File: src/rtl/op_handler_dispatcher.sv
// op_handler_dispatcher: accepts one decoded gcode opcode at a time, triggers the
// matching opcode handler and routes that handler's motor / position traffic
// onto the shared motors block and position register. A watchdog aborts a
// handler that never reports done.
//
// Opcode handshake: an opcode transfers on a clk edge where i_clk_en,
// i_op_valid and o_op_rdy are all high. The parser holds i_op_valid and
// i_op_code stable until that edge; o_op_rdy is high only while idle.
module op_handler_dispatcher #(
    parameter int   NUM_HANDLERS = 4,
    parameter int   OPCODE_W     = 3,
    parameter int   PULSE_W      = 16,
    parameter int   POS_W        = 16,
    parameter logic SERVO_UP     = 1'b0,
    parameter int   TIMEOUT_CYC  = 0
) (
    input  logic                            i_clk,
    input  logic                            i_reset,
    input  logic                            i_clk_en,
    input  logic                            i_op_valid,
    input  logic [OPCODE_W-1:0]             i_op_code,
    output logic                            o_op_rdy,
    output logic                            o_op_done,
    output logic                            o_op_err,
    output logic [NUM_HANDLERS-1:0]         o_hdl_trigger,
    input  logic [NUM_HANDLERS-1:0]         i_hdl_rdy,
    input  logic [NUM_HANDLERS-1:0]         i_hdl_done,
    input  logic [NUM_HANDLERS-1:0]         i_hdl_mot_trigger,
    input  logic [NUM_HANDLERS*PULSE_W-1:0] i_hdl_pulse_x,
    input  logic [NUM_HANDLERS*PULSE_W-1:0] i_hdl_pulse_y,
    input  logic [NUM_HANDLERS-1:0]         i_hdl_servo,
    output logic [NUM_HANDLERS-1:0]         o_hdl_mot_rdy,
    output logic [NUM_HANDLERS-1:0]         o_hdl_mot_done,
    input  logic [NUM_HANDLERS-1:0]         i_hdl_pos_update,
    input  logic [NUM_HANDLERS*POS_W-1:0]   i_hdl_new_x,
    input  logic [NUM_HANDLERS*POS_W-1:0]   i_hdl_new_y,
    output logic                            o_mot_trigger,
    output logic [PULSE_W-1:0]              o_mot_pulse_x,
    output logic [PULSE_W-1:0]              o_mot_pulse_y,
    output logic                            o_mot_servo,
    input  logic                            i_mot_rdy,
    input  logic                            i_mot_done,
    output logic                            o_pos_update,
    output logic [POS_W-1:0]                o_pos_new_x,
    output logic [POS_W-1:0]                o_pos_new_y,
    output logic [2:0]                      o_dbg_state
);

    localparam logic [2:0] S_IDLE     = 3'd0;
    localparam logic [2:0] S_WAIT_RDY = 3'd1;
    localparam logic [2:0] S_TRIG     = 3'd2;
    localparam logic [2:0] S_RUN      = 3'd3;
    localparam logic [2:0] S_FIN      = 3'd4;

    // Watchdog needs to hold TIMEOUT_CYC; keep one bit when it is disabled.
    localparam int WD_W = (TIMEOUT_CYC > 0) ? $clog2(TIMEOUT_CYC + 1) : 1;

    logic [2:0]              r_state;
    logic [OPCODE_W-1:0]     r_sel;
    logic [WD_W-1:0]         r_wdog;
    logic                    r_op_done;
    logic                    r_op_err;
    logic [NUM_HANDLERS-1:0] r_trigger;

    logic                    w_active;
    logic                    w_code_ok;
    logic [NUM_HANDLERS-1:0] w_sel_onehot;
    logic                    w_sel_rdy;
    logic                    w_sel_done;
    logic                    w_sel_mot_trig;
    logic [PULSE_W-1:0]      w_sel_pulse_x;
    logic [PULSE_W-1:0]      w_sel_pulse_y;
    logic                    w_sel_servo;
    logic                    w_sel_pos_update;
    logic [POS_W-1:0]        w_sel_new_x;
    logic [POS_W-1:0]        w_sel_new_y;
    logic [WD_W-1:0]         w_wdog_inc;
    logic                    w_timeout;

    // Extend by one bit so the range check works even when 2**OPCODE_W == NUM_HANDLERS.
    assign w_code_ok  = ({1'b0, i_op_code} < (OPCODE_W + 1)'(NUM_HANDLERS));
    assign w_active   = (r_state != S_IDLE);
    assign w_wdog_inc = r_wdog + 1'b1;
    assign w_timeout  = (TIMEOUT_CYC > 0) && (w_wdog_inc == WD_W'(TIMEOUT_CYC));

    // Pick out the selected handler's flags and slices from the registered index.
    always_comb begin
        w_sel_onehot     = '0;
        w_sel_rdy        = 1'b0;
        w_sel_done       = 1'b0;
        w_sel_mot_trig   = 1'b0;
        w_sel_pulse_x    = '0;
        w_sel_pulse_y    = '0;
        w_sel_servo      = 1'b0;
        w_sel_pos_update = 1'b0;
        w_sel_new_x      = '0;
        w_sel_new_y      = '0;
        for (int i = 0; i < NUM_HANDLERS; i++) begin
            if (r_sel == OPCODE_W'(i)) begin
                w_sel_onehot[i]  = 1'b1;
                w_sel_rdy        = i_hdl_rdy[i];
                w_sel_done       = i_hdl_done[i];
                w_sel_mot_trig   = i_hdl_mot_trigger[i];
                w_sel_pulse_x    = i_hdl_pulse_x[i*PULSE_W +: PULSE_W];
                w_sel_pulse_y    = i_hdl_pulse_y[i*PULSE_W +: PULSE_W];
                w_sel_servo      = i_hdl_servo[i];
                w_sel_pos_update = i_hdl_pos_update[i];
                w_sel_new_x      = i_hdl_new_x[i*POS_W +: POS_W];
                w_sel_new_y      = i_hdl_new_y[i*POS_W +: POS_W];
            end
        end
    end

    // Route the selected handler to the shared blocks; idle values while in IDLE
    // (reset forces IDLE asynchronously, so these go idle immediately too).
    always_comb begin
        o_mot_trigger  = w_active & w_sel_mot_trig;
        o_mot_pulse_x  = w_active ? w_sel_pulse_x : '0;
        o_mot_pulse_y  = w_active ? w_sel_pulse_y : '0;
        o_mot_servo    = w_active ? w_sel_servo : SERVO_UP;
        o_pos_update   = w_active & w_sel_pos_update;
        o_pos_new_x    = w_active ? w_sel_new_x : '0;
        o_pos_new_y    = w_active ? w_sel_new_y : '0;
        o_hdl_mot_rdy  = w_active ? (w_sel_onehot & {NUM_HANDLERS{i_mot_rdy}})  : '0;
        o_hdl_mot_done = w_active ? (w_sel_onehot & {NUM_HANDLERS{i_mot_done}}) : '0;
    end

    // Dispatch FSM; pulse registers clear every clk so they stay one clk wide
    // even when clk_en is low on the following edge.
    always_ff @(posedge i_clk or negedge i_reset) begin
        if (!i_reset) begin
            r_state   <= S_IDLE;
            r_sel     <= '0;
            r_wdog    <= '0;
            r_op_done <= 1'b0;
            r_op_err  <= 1'b0;
            r_trigger <= '0;
        end else begin
            r_op_done <= 1'b0;
            r_op_err  <= 1'b0;
            r_trigger <= '0;
            if (i_clk_en) begin
                case (r_state)
                    S_IDLE: begin
                        if (i_op_valid) begin
                            if (w_code_ok) begin
                                r_sel   <= i_op_code;
                                r_state <= S_WAIT_RDY;
                            end else begin
                                r_op_err <= 1'b1;
                            end
                        end
                    end
                    S_WAIT_RDY: begin
                        if (w_sel_rdy) begin
                            r_state <= S_TRIG;
                        end
                    end
                    S_TRIG: begin
                        r_trigger <= w_sel_onehot;
                        r_wdog    <= '0;
                        r_state   <= S_RUN;
                    end
                    S_RUN: begin
                        r_wdog <= w_wdog_inc;
                        if (w_sel_done) begin
                            r_state <= S_FIN;
                        end else if (w_timeout) begin
                            r_op_err <= 1'b1;
                            r_wdog   <= '0;
                            r_state  <= S_IDLE;
                        end
                    end
                    S_FIN: begin
                        r_op_done <= 1'b1;
                        r_wdog    <= '0;
                        r_state   <= S_IDLE;
                    end
                    default: begin
                        r_state <= S_IDLE;
                    end
                endcase
            end
        end
    end

    assign o_op_rdy      = (r_state == S_IDLE);
    assign o_op_done     = r_op_done;
    assign o_op_err      = r_op_err;
    assign o_hdl_trigger = r_trigger;
    assign o_dbg_state   = r_state;

endmodule
File: config.mk
export PLATFORM = sky130hd
export DESIGN_NAME = op_handler_dispatcher
export DESIGN_NICKNAME = d
export VERILOG_FILES = /design/src/rtl/op_handler_dispatcher.sv
export SDC_FILE = /design/constraint.sdc
export NUM_CORES = 1
export LEC_CHECK = 0
export CORE_AREA = 8 8 138 140
export CTS_CLUSTER_DIAMETER = 120
export DETAILED_ROUTE_END_ITERATION = 10
export DIE_AREA = 0 0 146 148
export GPL_ROUTABILITY_DRIVEN = 0
export HOLD_SLACK_MARGIN = 0.15
export RECOVER_POWER = 50
export SLEW_MARGIN = 40
export SYNTH_ARGS = -nofsm -noshare
export SYNTH_HDL_FRONTEND = slang
export SYNTH_SLANG_ARGS = --single-unit
File: constraint.sdc
create_clock -name i_clk -period 2.3 [get_ports i_clk]
set_input_delay 0.46 -clock i_clk [delete_from_list [all_inputs] [get_ports i_clk]]
set_output_delay 0.46 -clock i_clk [all_outputs]
set_load 0.01 [all_outputs]
Word level (Yosys, flattened, before mapping)

Index checks and enable logic that the tools add are counted.

Flip-flop bits (word level): 12
Input port bits: 285
Output and inout bits: 85
Logic and storage cells: 86

Magnitude comparators: 1
Eq/ne operators: 11
Multiplexer cells: 60
Bitwise operators: 4
Reduce and logical (&&, ||, !) cells: 5

Operators by type and width:

| operator                                                                 | count |
|---|---|
| 16-bit two-way mux                                                       | 20 |
| 1-bit two-way mux                                                        | 31 |
| 4-bit two-way mux                                                        | 4 |
| 3-bit by 2-bit equality test with 1-bit output (second input constant)   | 4 |
| 3-bit two-way mux                                                        | 4 |
| 3-bit one-hot mux with 4 select lines                                    | 1 |
| 4-bit AND                                                                | 2 |
| 3-bit by 1-bit equality test with 1-bit output (second input constant)   | 2 |
| 3-bit zero test                                                          | 2 |
| 2-bit inequality test (second input constant)                            | 3 |
| 5-bit AND reduction                                                      | 1 |
| 4-bit AND reduction                                                      | 1 |
| 3-bit equality test (second input constant)                              | 1 |
| 3-bit < comparator (second input constant)                               | 1 |
| 3-bit nonzero test                                                       | 1 |
| 1-bit AND                                                                | 2 |
| 2-bit by 1-bit inequality test with 1-bit output (second input constant) | 1 |

Logic depth before layout (Yosys ltp)

Word-level depth: 7
Depth in mapped cells: 8
Depth with buffers taken out: 5

Worst setup path before layout

OpenSTA, ideal clock, no wires.

Path type: reg-to-output
Start: register r_state[1] (netlist: o_dbg_state[1])
End: output port o_pos_new_y[11]
Arrival time: 1.498 ns
Data required time: 1.840 ns
Setup slack: 0.342 ns
Cell stages (with the launch flop): 9
Buffers on the path: 3
Cell sequence: dfrtp_1 -> buf_2 -> or3_4 -> inv_2 -> nor2_2 -> buf_6 -> buf_6 -> o21ai_0 -> nor2_1

Word-level cells in the longest chain between the ends: 2

Ends and longest elaborated chain:

| element                  | line | RTL |
|---|---|---|
| start: declaration       | 58   | `logic [2:0] r_state;` |
| start signal: assignment | 132  | `r_state <= S_IDLE;` |
| start signal: assignment | 148  | `r_state <= S_WAIT_RDY;` |
| start signal: assignment | 156  | `r_state <= S_TRIG;` |
| 3-bit nonzero test       | 82   | `assign w_active = (r_state != S_IDLE);` |
| 16-bit two-way mux       | 123  | `o_pos_new_y = w_active ? w_sel_new_y : '0;` |
| end: declaration         | 45   | `output logic [POS_W-1:0] o_pos_new_y,` |

No other way between the ends.

Worst setup path after layout

Start: register r_sel[0]
End: output port o_pos_new_x[13]

Word-level cells in the longest chain between the ends: 6
Elaborated cells between the ends (all ways): 9
Classes of those cells: eq/ne (3); mux (5); reduce/logical (1)

Ends and longest elaborated chain:

| element                         | line | RTL |
|---|---|---|
| start: declaration              | 59   | `logic [OPCODE_W-1:0] r_sel;` |
| start signal: assignment        | 147  | `r_sel <= i_op_code;` |
| 3-bit zero test                 | 99   | `if (r_sel == OPCODE_W'(i)) begin` |
| 16-bit two-way mux (3 in a row) | 99   |  |
| 16-bit two-way mux *            | 99   |  |
| 16-bit two-way mux *            | 122  | `o_pos_new_x = w_active ? w_sel_new_x : '0;` |
| end: declaration                | 44   | `output logic [POS_W-1:0] o_pos_new_x,` |

Every way passes the cells marked *; elsewhere a longest branch is shown, timed or not.

==> results by group <==
Logic synthesis
  – Ys Warns: 0
  – Post-synthesis register bit count: 12
  – Post-Syn Nets: 660
  – Sequential share of the synthesized area: 0.117
  – Yosys cell types: 32
  – Top cell type's share of synthesized area: 0.293
  – Synthesized area: 2580 µm²
  – Syn avg cell area: 6.87 µm²
  – Cell accounting for the most synthesized area: mux2_2
  – Gate Count Post-Synth: 375
  – Synth area leaders: mux2_2 29%, o22ai_1 17%, o21ai_0 13%

Setup path
  – CP arrival: 1.83 ns
  – Largest fanout on the critical path: 14
  – Crit. End Element: output port
  – Critical path required time: 1.84 ns
  – Crit path kind: reg2out
  – Crit path launch type: flop

Timing
  – Slew HR: 0.615
  – Tmin final: 2.29 ns
  – Final Hold Viols: 0
  – Least-Margin Pin Slew: 0.575 ns
  – Fin crit share: 0.996
  – Worst Skew: 0.000853 ns
  – Setup violation total in the final timing report: 0
  – Count of final max-slew check failures: 0
  – Final setup TNS: 0 ns
  – RSZ-0062 raised after global routing: true
  – Maximum clock frequency: 436 MHz

Finish
  – Fillers: 1740
  – N_diodes: 0
  – Layout area overhead: 167%
  – Layout cell share with drive strength beyond 1: 0.279
  – Nets@finish: 1032
  – Fin cells: 971
  – Final core utilization: 0.406

Power
  – Sw Ratio: 0.486
  – Switching pwr: 0.00354 W
  – VDD IR max: 0.000419 V
  – Int Power: 0.00374 W
  – Leakage: 2.79 nW
  – Register share of total power: 0.048
  – Logic gate share of total power: 0.904
  – Clock share of power: 0.048
  – Pwr/cell area: 1060 nW/µm²

Global routing
  – Overflow after GRT: 0
  – Global-route wire length before repair: 28.6 mm
  – Global Route Usage Sum: 0.167
  – Largest net degree at the start of global routing: 45
  – Initial antenna violation count: 0
  – Vias in the first global route: 4844

Clock network
  – CTS Sinks: 12
  – H-tree depth: 1
  – Clock root cell: clkbuf_16
  – Clock-pin slew on the worst setup and hold paths: 0.04 ns
  – Cts hold-fix bufs: 0
  – CTS Buf Count: 3
  – CTS tree: yes
  – Worst skew pair latency: 0.24 ns
  – Clock tree buffer depth: 2

Route
  – DRT antenna net count: 0
  – TritonRoute pass-1 iters: 5
  – WL per Instance: 19.9 µm
  – Initial DRC count: 121
  – Vias: 4310
  – Via/cell ratio: 4.44
  – DRT Wirelength: 19.3 mm
  – DRC viols: 0

Run
  – Total of max-cap violations: 0

Status
  – Status: complete, no violations

Place
  – Post-Place Cells: 949
  – Hpwl dp: 14.8 mm
  – Port buffer count: 369

Die
  – Total die area: 21600 µm²
  – I/O pin count: 370
  – Initial Util: 0.152
  – Die Y: 148 µm
  – Die W: 146 µm
  – # rows: 48
  – Core Region: 16900 µm²

Worst hold path
  – Hold Path Class: reg2reg
-- cell usage in the layout (no fill, tap or decap), types with 4 or more instances in the layout --
cell,synthesis,routed
clkdlybuf4s50_1,0,282
nor2_1,83,81
mux2_2,67,66
o21ai_0,66,64
o22ai_1,68,38
clkbuf_2,0,31
buf_2,9,29
o22ai_2,0,28
buf_4,1,15
dlygate4sd3_1,0,12
buf_12,0,11
dfrtp_1,12,10
nand2_1,8,8
clkbuf_1,23,7
buf_6,4,6
inv_1,5,5
o21ai_1,3,5
buf_16,0,4
-- state kept, by name (all words and copies together) (netlist names) --
register / count
o_dbg_state: 3
o_hdl_trigger: 4
o_op_done: 1
o_op_err: 1
r_sel: 3
-- synth_stat cells (all sizes together) --
cell type,count
mux4,1
o211ai,2
nor2b,1
nor3,3
mux2,69
nor2,84
nand2,8
inv,6
o2111ai,1
buf,16
nand2b,1
dfrtp,12
a21oi,1
clkbuf,23
mux2i,1
and4,1
o41ai,1
o21ai,69
nand4,2
nand3b,2
or3,3
o22ai,68
-- power groups by stage --
stage / registers [W] / clock network (W) / logic (W)
2_1_floorplan: 0.000343 / 0 / 0.00317
3_3_place_gp: 0.000357 / 0 / 0.00663
3_5_place_dp: 0.000356 / 0 / 0.00661
4_1_cts: 0.000350 / 0.000355 / 0.00671
5_1_grt: 0.000359 / 0.000367 / 0.00714
6_report: 0.000351 / 0.000349 / 0.00658
-- path summary, 6_finish.rpt --
| check | slack [ns] | from | cells after the start | end |
|---|---|---|---|---|
| max | 0.008 | r_sel[0] | 8 | o_pos_new_x[13] |
| min | 0.57 | o_dbg_state[0] | 2 | o_op_done |
| max reg2reg | 0.44 | r_sel[0] | 6 | o_dbg_state[0] |
| min reg2reg | 0.57 | o_dbg_state[0] | 2 | o_op_done |
| max in group asynchronous | 1.21 | i_reset | 1 | r_sel[0] |
| min in group asynchronous | 0.66 | i_reset | 1 | o_hdl_trigger[1] |
-- metrics by stage --
stage	hold slack, ns	worst slack [ns]	area (µm²)	power (W)
2_1_floorplan	0.164	0.342	2580	0.00351
3_3_place_gp	0.571	-0.374	6620	0.00699
3_5_place_dp	0.572	-0.359	6620	0.00697
4_1_cts	0.579	-0.173	6920	0.00741
5_1_grt	0.598	-0.0615	6880	0.00787
6_report	0.572	0.00849	6880	0.00728
-- routing by layer --
layer	up-vias	track usage	share of wire
li1	2131	-	-
met1	1944	0.185	0.39
met2	215	0.307	0.51
met3	20	0.0556	0.087
met4	0	0.0319	0.015
met5	-	0	0
-- critical path: stages, from the launching register on --
cell and delay, ns:
dfrtp_4 0.51, buf_12 0.16, nand2b_4 0.17, buf_6 0.13, buf_12 0.14, buf_6 0.12
o22ai_2 0.14, nor2_2 0.06, buf_2 0.15
-- kinds of logic after synthesis --
family	count (synthesis)	share of synthesized area
AO/OA/AOI/OAI	142	0.314
buffers and inverters	45	0.0830
flip-flops	12	0.117
multiplexers	71	0.314
AND/OR/NAND/NOR	105	0.172
-- cell type report --
type                            count  area, µm²  area share
Clock buffer                        4       88.8      0.0129
Timing Repair Buffer              406       3890       0.565
Sequential cell                    12        305      0.0444
Inverter                            6       22.5     0.00328
Tap cell                          225        282      0.0409
Multi-Input combinational cell    318       2290       0.333
-- timing repair --
action | 4_1_cts | 5_1_grt
setup endpoints to repair | 72 | 64
pin swaps | 0 | 6
gates resized for setup | 192 | 105
hold endpoints to repair | 0 | 0
cloned | 6 | 0
buffers inserted | 9 | 5
Power figures use the tool's default switching activity.
